===== config.mk =====
export PLATFORM = sky130hd
export DESIGN_NAME = wave_analyzer
export DESIGN_NICKNAME = d
export VERILOG_FILES = /design/src/rtl/wave_analyzer.sv
export SDC_FILE = /design/constraint.sdc
export NUM_CORES = 1
export LEC_CHECK = 0
export CAP_MARGIN = 10
export CORE_ASPECT_RATIO = 1.4
export CORE_MARGIN = 2
export CORE_UTILIZATION = 55
export CTS_CLUSTER_DIAMETER = 60
export DETAILED_ROUTE_END_ITERATION = 6
export PLACE_DENSITY = 0.8
export SYNTH_ARGS = -nofsm -noshare
export SYNTH_HDL_FRONTEND = slang
export SYNTH_SLANG_ARGS = --single-unit

===== constraint.sdc =====
create_clock -name clk -period 3.3 [get_ports clk]
set_input_delay 0.66 -clock clk [delete_from_list [all_inputs] [get_ports clk]]
set_output_delay 0.66 -clock clk [all_outputs]
set_load 0.01 [all_outputs]

===== src/rtl/wave_analyzer.sv =====
// Hysteresis-based period and peak analyser for a sampled periodic waveform.
// Each rising LO->HI crossing closes a cycle and publishes its length, max and min.
//
// state | meaning
// IDLE  | waiting for a sample at or below LO
// SEEK  | armed below LO, waiting for the first rising event
// MEAS  | locked; counting samples and tracking extremes between rising events
module wave_analyzer #(
  parameter logic [9:0] MID   = 10'd512,
  parameter logic [9:0] HYST  = 10'd16,
  parameter int         CNT_W = 16
) (
  input  logic             clk,
  input  logic             rst,
  input  logic [9:0]       data_in,
  input  logic             data_in_en,
  output logic [CNT_W-1:0] period,
  output logic [9:0]       vmax,
  output logic [9:0]       vmin,
  output logic             result_valid,
  output logic             timeout,
  output logic             locked
);

  localparam logic [9:0]       LO      = MID - HYST;
  localparam logic [9:0]       HI      = MID + HYST;
  localparam logic [CNT_W-1:0] CNT_MAX = '1;
  localparam logic [CNT_W-1:0] CNT_ONE = CNT_W'(1);

  typedef enum logic [1:0] {IDLE, SEEK, MEAS} state_t;

  state_t           state_q;
  logic             below_q;
  logic [CNT_W-1:0] cnt_q;
  logic [9:0]       run_max_q, run_min_q;
  logic [CNT_W-1:0] period_q;
  logic [9:0]       vmax_q, vmin_q;
  logic             result_valid_q, timeout_q;

  logic is_low, is_rise;
  logic [9:0] run_max_d, run_min_d;

  always_comb begin
    is_low    = (data_in <= LO);
    is_rise   = below_q && (data_in >= HI);
    run_max_d = (data_in > run_max_q) ? data_in : run_max_q;
    run_min_d = (data_in < run_min_q) ? data_in : run_min_q;
  end

  always_ff @(posedge clk or posedge rst) begin
    if (rst) begin
      state_q        <= IDLE;
      below_q        <= 1'b0;
      cnt_q          <= '0;
      run_max_q      <= 10'h000;
      run_min_q      <= 10'h3FF;
      period_q       <= '0;
      vmax_q         <= 10'h000;
      vmin_q         <= 10'h000;
      result_valid_q <= 1'b0;
      timeout_q      <= 1'b0;
    end else begin
      result_valid_q <= 1'b0;
      timeout_q      <= 1'b0;
      if (data_in_en) begin
        if (is_low) begin
          below_q <= 1'b1;
        end else if (is_rise) begin
          below_q <= 1'b0;
        end
        case (state_q)
          IDLE: begin
            if (is_low) state_q <= SEEK;
          end
          SEEK: begin
            if (is_rise) begin
              state_q   <= MEAS;
              cnt_q     <= CNT_ONE;
              run_max_q <= data_in;
              run_min_q <= data_in;
            end
          end
          MEAS: begin
            if (is_rise) begin
              // the event sample opens the next cycle, so it is not part of this result
              period_q       <= cnt_q;
              vmax_q         <= run_max_q;
              vmin_q         <= run_min_q;
              result_valid_q <= 1'b1;
              cnt_q          <= CNT_ONE;
              run_max_q      <= data_in;
              run_min_q      <= data_in;
            end else if (cnt_q == CNT_MAX) begin
              timeout_q <= 1'b1;
              state_q   <= IDLE;
              below_q   <= 1'b0;
            end else begin
              cnt_q     <= cnt_q + CNT_ONE;
              run_max_q <= run_max_d;
              run_min_q <= run_min_d;
            end
          end
          default: state_q <= IDLE;
        endcase
      end
    end
  end

  assign period       = period_q;
  assign vmax         = vmax_q;
  assign vmin         = vmin_q;
  assign result_valid = result_valid_q;
  assign timeout      = timeout_q;
  assign locked       = (state_q == MEAS);

endmodule

**Word-level counts from Yosys, hierarchy flattened**

Index checks and enable logic that the tools add are counted.

- Bits in registers: 77
- Input port bits: 13
- Output and inout bits: 39

- Add/subtract/negate cells: 1
- $lt $le $gt $ge: 4
- Equality and inequality tests: 10
- Muxes and demuxes: 30
- Reductions and logical operators: 8

Operators with widths:

| kind | number |
|---|---|
| $mux W10 | 7 |
| $mux W16 | 3 |
| $pmux W10 S2 | 2 |
| $pmux W16 S2 | 1 |
| $add A16 B1 Y16 const B | 1 |
| $eq A16 B16 Y1 const B | 1 |
| $reduce_and A5 Y1 | 3 |
| $mux W1 | 12 |
| $ge A10 B10 Y1 const B | 1 |
| $gt A10 B10 Y1 | 1 |
| $le A10 B9 Y1 const B | 1 |
| $lt A10 B10 Y1 | 1 |
| $mux W2 | 4 |
| $ne A2 B2 Y1 const B | 3 |
| $ne A3 B1 Y1 const B | 2 |
| $pmux W2 S3 | 1 |
| $reduce_and A4 Y1 | 1 |
| $ne A3 B3 Y1 const B | 1 |
| $reduce_and A3 Y1 | 1 |
| $eq A2 B1 Y1 const B | 1 |
| $eq A2 B2 Y1 const B | 1 |
| $logic_not A2 Y1 | 1 |
| $ne A2 B1 Y1 const B | 1 |
| $reduce_bool A2 Y1 | 1 |
| $logic_and A1 B1 Y1 | 1 |

**Logic depth before layout (Yosys ltp)**

Gate-level depths: netlist (run 1).

- Depth after elaboration: 7
- Depth in mapped cells: 9
- Mapped depth without buffers: 8

**Worst setup path before layout (run 1)**

Ideal clock, no wire load.

- Path type: input to register
- From: input port data_in[1]
- To: register run_min_q[0]
- Library setup time: 0.082 ns
- Arrival time: 2.313 ns
- Setup slack: 0.904 ns
- Stages: 7
- Cell sequence: ha_1 -> o211ai_1 -> a31oi_1 -> o41ai_1 -> o211ai_1 -> a21oi_4 -> mux2_4

- Longest elaborated chain between the ends: 4
- Elaborated cells on any way between the ends: 9

Ends and longest elaborated chain:

| item | line | source |
|---|---|---|
| start: declaration | 15 | `input logic [9:0] data_in,` |
| $ge A10 B10 Y1 | 45 | `is_rise = below_q && (data_in >= HI);` |
| $logic_and A1 B1 Y1 | 45 |  |
| $ne A3 B1 Y1 (no line), or another cell as far along | n/a |  |
| $reduce_and A5 Y1 (no line) or $pmux W10 S2 (tied branches) | n/a |  |
| end signal: assignment | 80 | `run_min_q <= data_in;` |
| end signal: assignment | 92 | `run_min_q <= data_in;` |
| end signal: assignment | 100 | `run_min_q <= run_min_d;` |
| end: declaration | 35 | `logic [9:0] run_max_q, run_min_q;` |

Several ways; a longest one is shown, not always the timed one.
A chain may end at the register's enable or synchronous reset.

**Worst setup path after layout (run 1)**

- From: input port data_in[5]
- To: register run_min_q[0]

Same word-level chain as after synthesis.

==> metrics.cfg, run 1 <==
[synth]
synthFlopType=dfrtp_1
ys_seq_area_share_pct=50.7
synth_top_family_by_area=multiplexers
synth_compound_area_share_pct=10.6
synth.net_count=357
syn-instance-count=321
synth_edf_count=0
synthMuxAreaShare_pct=17.9
yosys.area_share.adder_pct=7.52
syn_area_per_cell_um2=11.9
async_flop_share_pct=100
yosysUniqueCellTypes=41
synthSimpleGateAreaFrac_pct=9.25
yosys_warnings=0
synth_seq_cells=77
synthXorXnorAreaFrac_pct=0
netlist_area_mm2=0.00383
synth.area.top_cells=dfrtp_1 (44%), mux2_2 (14%), ha_1 (7.5%)
synth_top_area_share_pct=43.8
yosysTopAreaCell=dfrtp_1

[hold_path]
min_path_type=flip-flop to flip-flop
worst_hold_startpoint=cnt_q[11]
min_path_cells=1
whs_endpoint=cnt_q[11]

[power_and_ir_drop]
ir_drop_mv=0.613
p_sw_share_pct=31.8
p_total_w=0.00362
pwr-share-clk_pct=21.5
p_sw_w=0.00115
power_density_mw_per_mm2=761
leakage_nw=2.19
p_int_w=0.00247
combPwrFrac_pct=38.1
seqPwrFrac_pct=40.4

[clock_tree]
cts_root_buf=clkbuf_8
clock_sinks=77
htree_levels=3
clockBufferDepth=2
cts_setup_buffers=0
cts_tree=built
cts-hold-fix-buffers=0
clk_latency_ps=360
cts_buffers=9
path_clk_slew_ps=70
cts_resized=0

[critical_path]
slowest_stage=clkdlybuf4s50_1
r2r_slack_ps=770
reg2reg_depth=8
r2r-start=cnt_q[0]
reg2reg_to=run_max_q[7]
path_class=primary input to flip-flop
critPathRequiredTime_ps=3580
worstSetupEndpointType=flip-flop
crit_arrival_ps=3070
critPathMaxFanout=10
path_cells=clkdlybuf4s50_1, ha_1, a22o_1, o41ai_1, o211ai_1, a21oi_4, mux2_4
cpPeakStageDelay_ps=530
worstSetupStartpointType=primary input

[global_routing]
track_usage_pct=23.7
overflow=0
grt_pass1_wl_mm=13.4
grt_max_degree=31
grt_pass1_vias=2814
antenna_found_initial=0

[floorplanning]
ios=52
fp.dieH_um=103
die_area_mm2=0.00765
num_rows=36
die_w_um=74.5
core_mm2=0.00685
initial_core_util_pct=55.9

[sta]
period_minus_slack_ps=2790
drv_slew=0
worstMarginPinSlew_ps=681
maxSlewHeadroom_pct=54.3
setup_viol=0
rsz0062_at_grt=no
fin_crit_sh_pct=84.5
finClkSkew_ps=10.8
setup-tns-final_ps=0
finalHoldViolCount=0
fmax_mhz=359

[cells_and_area]
diodes=0
multi_input_area_mm2=0.00174
syn_to_final_growth_pct=24.1
drive_above_1_share_pct=26.6
final_cell_area_mm2=0.00475
final-seq-area_mm2=0.00194
layout.nets=425
fill_cells=521

[routing]
wl_per_cell_um=16.4
routed_wl_mm=8.02
drc_errors=0
vias=2729
dr.pass1.iters=4
drtIter0Drc=137
viasPerCell=5.58
antenna_left=0

[placed_design]
gp_congestion=0.904
placed_area_mm2=0.00454
dp_hpwl_mm=5.98
port_buffers=51

[job]
drv_cap=0

[outcome]
status=finished, final reports clean

-- sequential cells by signal (all words and copies together) (netlist names) --
name          cells
cnt_q            16
run_max_q        10
below_q           1
period           16
result_valid      1
vmin             10
run_min_q        10
vmax             10
timeout           1
state_q           2
-- per-stage QoR --
| step | hold WS [ps] | utilization [%] | instances | setup WS, ps |
|---|---|---|---|---|
| final | 497 | 69.4 | 489 | 513 |
| after floorplan | 453 | - | 321 | 690 |
| after global placement | 482 | 66.2 | 473 | 239 |
| after detailed placement | 489 | 66.2 | 473 | 189 |
| after global routing | 520 | 69.4 | 489 | 420 |
| after CTS | 498 | 69.4 | 489 | 549 |
-- cell usage in the layout, fill, tap and decap left out, types with 3 or more instances in the layout --
cell and instances:
clkinv_2 3, o41ai_1 3, nor2_1 10, nand3_1 10
nand4_1 3, nand2_1 20, buf_4 14, and4_1 4
dfstp_2 10, o21ai_0 21, o31ai_1 10, inv_1 26
mux2_4 9, clkdlybuf4s50_1 51, a31oi_1 6, dfrtp_1 67
a21oi_1 12, ha_1 23, and2_1 3, clkbuf_8 10
mux2_2 47
-- power groups by stage --
stage | combinational (W) | sequential, W | clock (W)
after floorplan | 0.000842 | 0.00147 | 0
after global placement | 0.00132 | 0.00146 | 0
after detailed placement | 0.00137 | 0.00147 | 0
after CTS | 0.00139 | 0.00146 | 0.000785
after global routing | 0.00152 | 0.00149 | 0.000829
final | 0.00138 | 0.00146 | 0.000778
-- metal layers --
layer  up-vias  global-route usage [%]  routed length (um)
li1       1286                       -                   -
met5         -                       0                   0
met4         0                    14.1                 317
met1      1361                    26.1                3040
met3        23                    3.81                 240
met2        59                    42.1                4420
-- cell families after synthesis --
kind of cell | count (synthesis)
AND/OR/NAND/NOR | 65
AO/OA/AOI/OAI | 62
multiplexers | 58
adder cells (fa/ha/maj) | 23
flip-flops | 77
buffers and inverters | 36
-- worst max path at each step --
stage / start / endpoint
2_1_floorplan: rst / below_q
3_3_place_gp: data_in[5] / run_min_q[0]
3_5_place_dp: data_in[5] / run_min_q[2]
4_1_cts: data_in[1] / run_min_q[0]
5_1_grt: data_in[1] / run_min_q[2]
6_report: data_in[5] / run_min_q[0]
-- worst max-delay path: cells and delay by family --
family | cells | cell delay [ps]
AOI/OAI and AO/OA | 4 | 1150
buffers and inverters | 1 | 530
adders and majority gates | 1 | 370
muxes | 1 | 350
-- cell type report --
class,instances,area share [%]
tap,95,2.50
inverter,27,2.13
multi-input combinational,208,36.6
clock buffer,11,2.98
timing repair buffer,66,13.4
sequential,77,40.8
clock inverter,5,1.58
-- synthesized netlist by cell type (2+ instances only) --
master and number:
a31oi_1 6, mux2i_1 2, o211ai_1 2, nor2_1 11
o31ai_1 10, clkbuf_1 2, nand3_1 10, and3_1 2
nand2_1 20, ha_1 23, o41ai_1 3, nand4_1 3
mux2_4 9, mux2_2 47, dfrtp_1 67, a21oi_1 12
buf_6 2, dfstp_2 10, inv_1 27, buf_2 5
o21ai_0 21, nor2b_1 2, or4_1 2, and4_1 4
and2_1 3
Note: power is estimated with default switching activity, not from simulation.
==> run 2, diff against run 1 <==
- CORE_UTILIZATION: 55 -> 50
- PLACE_DENSITY: 0.8 -> 0.77
- clock period: 3.3 -> 2.33 ns (I/O delays scaled with it)
==> run 2 against run 1 <==
Core utilization fell by 1.6 points. Largest cell class unchanged. Clock power is 27% higher. Largest power group is now combinational cells. Cell count rose by 5.5%. Critical path depth rose by 1. Sequential power up 40%. Die area is 9.5% higher. Setup slack worse by 470 ps. Routed wire length rose by 5.0%. Critical path type unchanged.
==> metrics.cfg, run 2 (synthesis results as in run 1) <==
[cells_and_area]
final_cell_area_mm2=0.00502  ; +5.6%
fin_cells=516  ; +5.5%
final_common_cell=dfrtp_1
drive_above_1_share_pct=33.2  ; +6.5 points
final_util_pct=67.8  ; -1.6 points
layout_common_cells=dfrtp_1 (67), mux2_2 (47), clkdlybuf4s50_1 (43), buf_4 (33), inv_1 (25)
layout.nets=450  ; +5.9%
diodes=0  ; unchanged
syn_to_final_growth_pct=31.1

[sta]
drv_slew=0  ; unchanged
setup_viol=0  ; unchanged
period_minus_slack_ps=2280
finalHoldViolCount=0  ; unchanged
fin_crit_sh_pct=98.0
finClkSkew_ps=11.5  ; +0.713 ps
worstMarginPinSlew_ps=637  ; -44.3 ps
setup_ws_ps=47.4  ; -465 ps
rsz0062_at_grt=yes
fmax_mhz=438
maxSlewHeadroom_pct=57.5  ; +3.2 points

[placed_design]
placed_area_mm2=0.00470  ; +3.6%
port_buffers=51  ; unchanged
gp_congestion=0.812  ; -10%
place_inst=494  ; +4.4%
dp_hpwl_mm=5.69  ; -4.9%
place_ws_ps=-509  ; -698 ps

[power_and_ir_drop]
seqPwrFrac_pct=39.0  ; -1.4 points
p_int_w=0.00360  ; +46%
leakage_nw=2.33  ; +6.4%
pwr-share-clk_pct=18.8  ; -2.7 points
ir_drop_mv=0.725  ; +18%
power_density_mw_per_mm2=1050  ; +38%
p_sw_w=0.00167  ; +45%
p_sw_share_pct=31.7  ; -0.16 points
p_total_w=0.00526  ; +45%
combPwrFrac_pct=42.3  ; +4.2 points

[floorplanning]
core_mm2=0.00741  ; +8.2%
initial_core_util_pct=51.7  ; -4.2 points
ios=52  ; unchanged
fp.dieH_um=108  ; +4.7%
die_w_um=78.0  ; +4.6%
die_area_mm2=0.00838  ; +9.5%
num_rows=37  ; +2.8%

[hold_path]
worst_hold_startpoint=data_in[5]
min_path_type=primary input to flip-flop

[critical_path]
crit_path_start=data_in[9]
critPathMaxFanout=5  ; -5
worstSetupEndpointType=flip-flop
critPathRequiredTime_ps=2570  ; -1010 ps
worstSetupStartpointType=primary input
r2r-start=run_min_q[5]
path_class=primary input to flip-flop
crit_arrival_ps=2520  ; -550 ps

[clock_tree]
clk_latency_ps=360  ; about the same
cts_root_buf=clkbuf_8
cts_tree=built
cts_buffers=9  ; unchanged
htree_levels=3  ; unchanged
clock_sinks=77  ; unchanged
clockBufferDepth=2  ; unchanged
path_clk_slew_ps=70  ; about the same

[routing]
drc_errors=0  ; unchanged
viasPerCell=5.48  ; -1.7%
antenna_left=0  ; unchanged
vias=2830  ; +3.7%
routed_wl_mm=8.42  ; +5.0%
dr.pass1.iters=5  ; +1
drtIter0Drc=171  ; +25%
wl_per_cell_um=16.3  ; -0.48%

[global_routing]
grt_pass1_vias=2955  ; +5.0%
track_usage_pct=21.0  ; -2.8 points
grt_pass1_wl_mm=13.6  ; +1.1%
antenna_found_initial=0  ; unchanged
overflow=0  ; unchanged
grt_max_degree=78  ; +150%

[job]
drv_cap=0  ; unchanged

[outcome]
status=finished, final reports clean

[run 2: final timing paths]
kind | to | cells after the start | slack, ps
setup / recovery | run_max_q[5] | 8 | 50
hold / removal | run_min_q[5] | 2 | 490
setup reg to reg | run_min_q[5] | 8 | 100
hold reg to reg | period[0] | 1 | 510
max in group asynchronous | run_min_q[5] | 3 | 1410
min in group asynchronous | cnt_q[11] | 3 | 560
[run 2: timing repair]
action,CTS,global route
pin swaps,7,9
setup buffers,2,2
hold buffers,0,0
cloned,1,1
resized for setup,12,13
endpoints found under the setup margin,57,55
[run 2: power by group through the flow]
stage	Sequential, W	Clock [W]	Combinational (W)
4_1_cts	0.00205	0.00101	0.00213
6_report	0.00205	0.000987	0.00223
5_1_grt	0.00210	0.00107	0.00243
3_3_place_gp	0.00206	0	0.00199
2_1_floorplan	0.00208	0	0.00119
3_5_place_dp	0.00207	0	0.00205
[run 2: area by class of cell]
cell class	count	area, um2
Timing Repair Buffer	90	846
Fill cell	583	2390
Clock inverter	5	50.0
Clock buffer	11	141
Inverter	27	105
Sequential cell	77	1940
Tap cell	97	121
Multi-Input combinational cell	209	1820
[run 2: metrics by stage]
step / hold WS, ps / TNS [ps]
after detailed placement: 496 / -30270
after floorplan: 453 / 0
final: 491 / 0
after global placement: 476 / -28000
after CTS: 513 / 0
after global routing: 478 / -102
[run 2: worst max-delay path, cell delays in order]
cell and delay [ps]:
clkdlybuf4s50_1 480, ha_1 370, a21oi_1 150, o21ai_0 110, a2bb2oi_1 160, o21bai_1 170, bufbuf_16 290, mux2_2 330
[run 2: layer usage]
metal,track usage [%],vias up,share of wire (%)
met3,4.87,17,3.7
li1,-,1343,-
met2,38.2,64,53
met4,8.15,0,2.3
met1,23.6,1406,41
met5,0,-,0
==> run 3, diff against run 2 <==
- CORE_UTILIZATION: 50 -> 55
- PLACE_DENSITY: 0.77 -> 0.8
- clock period: 2.33 -> 2.24 ns (I/O delays scaled with it)
==> run 3 against run 2 <==
The flow now finishes with violations (negative setup slack). Via count up 1.9%. First-iteration DRC count up 35%. Die area down 8.7%. Sequential share of layout area down 0.95 points. Worst hold slack worse by 64 ps. Core utilization up 7.4 points. Final area up 2.5%. Routed wire length up 4.5%. Register-to-register slack worse by 160 ps. Cell count up 1.9%. Combinational power up 7%. Critical path depth up 1. Largest power group unchanged.
==> metrics.cfg, run 3 (synthesis results as in run 1) <==
[routing]
antenna_left=0  ; unchanged
dr.pass1.iters=4  ; -1
routed_wl_mm=8.80  ; +4.5%
wl_per_cell_um=16.7  ; +2.5%
wl_met3_um=341  ; +11%
top_layer=met4
viasPerCell=5.48  ; about the same
wirelength_met1_mm=3.48  ; +1.6%
drtIter0Drc=231  ; +35%
drc_errors=0  ; unchanged
vias=2883  ; +1.9%
wl_met2_mm=4.75  ; +5.6%

[global_routing]
grt_pass1_wl_mm=14.4  ; +5.9%
track_usage_pct=25.3  ; +4.3 points
overflow=0  ; unchanged
antenna_found_initial=0  ; unchanged
grt_pass1_vias=3003  ; +1.6%
grt_max_degree=33  ; -58%

[critical_path]
cp.buffers_inverters=2  ; unchanged
critPathRequiredTime_ps=2530  ; -40 ps
cpMostUsedCell=o211ai_1
crit_family=compound AO/OA/AOI/OAI gates
critPathMaxFanout=3  ; -2
r2r_slack_ps=-60  ; -160 ps
path_class=flip-flop to flip-flop
slowest_stage=dfstp_2
worstSetupEndpointType=flip-flop
cpPeakStageDelay_ps=550  ; +70 ps
crit_arrival_ps=2590  ; +70 ps
worstSetupStartpointType=flip-flop
path_cells=inv_2, ha_4, o211ai_1, a31oi_1, o41ai_2, o211ai_1, a21oi_4, buf_4, mux2_4

[placed_design]
port_buffers=51  ; unchanged
gp_congestion=0.835  ; +2.9%
place_ws_ps=-581  ; -72.6 ps
place_inst=506  ; +2.4%
dp_hpwl_mm=6.26  ; +10%

[outcome]
violations=negative setup slack
status=complete, but fails checks

[floorplanning]
die_area_mm2=0.00765  ; -8.7%
die_w_um=74.5  ; -4.4%
initial_core_util_pct=55.9  ; +4.2 points
fp.dieH_um=103  ; -4.5%
ios=52  ; unchanged
core_mm2=0.00685  ; -7.6%
num_rows=36  ; -2.7%

[cells_and_area]
diodes=0  ; unchanged
layout.nets=462  ; +2.7%
syn_to_final_growth_pct=34.4
fill_cells=496  ; -15%
drive_above_1_share_pct=36.4  ; +3.3 points
fin_cells=526  ; +1.9%
final_common_cell=dfrtp_1
layout_common_cells=dfrtp_1 (67), mux2_2 (47), buf_4 (46), clkdlybuf4s50_1 (43), inv_1 (23)

[clock_tree]
cts_buffers=9  ; unchanged
clockBufferDepth=2  ; unchanged
path_clk_slew_ps=80  ; about the same
cts_root_buf=clkbuf_8
cts-hold-fix-buffers=0  ; unchanged
clock_sinks=77  ; unchanged
htree_levels=3  ; unchanged
clk_latency_ps=370  ; about the same
cts_tree=built

[sta]
fin_crit_sh_pct=103
setup_viol=9  ; +9
finalHoldViolCount=0  ; unchanged
setup_ws_ps=-59.1  ; -106 ps
period_minus_slack_ps=2300
finClkSkew_ps=9.49  ; -2.03 ps
maxSlewHeadroom_pct=57.7  ; +0.30 points
worstMarginPinSlew_ps=632  ; -4.46 ps
rsz0062_at_grt=yes
fmax_mhz=435
drv_slew=0  ; unchanged

[power_and_ir_drop]
ir_drop_mv=0.986  ; +36%
power_density_mw_per_mm2=1120  ; +6.8%
leakage_nw=2.39  ; +2.7%

[job]
drv_cap=0  ; unchanged

[hold_path]
min_path_type=primary input to flip-flop

==> run 3: changes by cell type in the layout (fill, tap and decap cells not counted), moves of 2 or more <==
cell,previous run,this run
inv_1,25,23
inv_2,1,3
buf_4,33,46
clkinvlp_4,1,4
clkinv_2,4,0
==> run 3: cell type report <==
class,count,area [um2],area share [%]
timing repair buffer,102,916,17.8
clock inverter,5,82.6,1.60
inverter,27,105,2.04
clock buffer,11,151,2.94
sequential,77,1940,37.7
tap,95,119,2.31
multi-input combinational,209,1830,35.6
==> run 3: through the flow <==
stage	total power, W	hold slack, ps	utilization, %	setup TNS, ps	cell area [um2]
after floorplan	0.00343	453	-	0	3860
after global placement	0.00430	475	70.5	-33520	4820
after detailed placement	0.00442	488	70.5	-36980	4820
after CTS	0.00573	471	74.8	-119	5120
after global routing	0.00608	432	75.2	-806	5150
final	0.00577	426	75.2	-319	5150
==> run 3: power breakdown <==
part           leakage, nW  internal [W]  switching [W]  total [W]
Sequential           0.988       0.00186       0.000278    0.00214
Combinational         1.30       0.00136        0.00103    0.00239
Clock                0.108      0.000688       0.000543    0.00123
==> run 3: path summary, 6_finish.rpt <==
path | end | from | cells after the start
max in group asynchronous | run_min_q[4] | rst | 3
worst min register to register | cnt_q[11] | cnt_q[11] | 1
min in group asynchronous | run_max_q[4] | rst | 2
worst min-delay path | run_min_q[5] | data_in[5] | 2
worst max register to register | run_min_q[8] | run_min_q[1] | 9
worst max-delay path | run_min_q[8] | run_min_q[1] | 9
==> run 3: per-layer routing <==
metal | vias up | track usage, %
met3 | 23 | 5.08
met1 | 1404 | 28.8
met5 | - | 0
met2 | 87 | 43.4
li1 | 1369 | -
met4 | 0 | 14.7
==> run 3: repair_timing <==
action                                  CTS  global route
buffers inserted                          2             1
pin swaps                                 9             6
cloned                                    1             0
endpoints found under the setup margin   60            37
resized for setup                        18             7
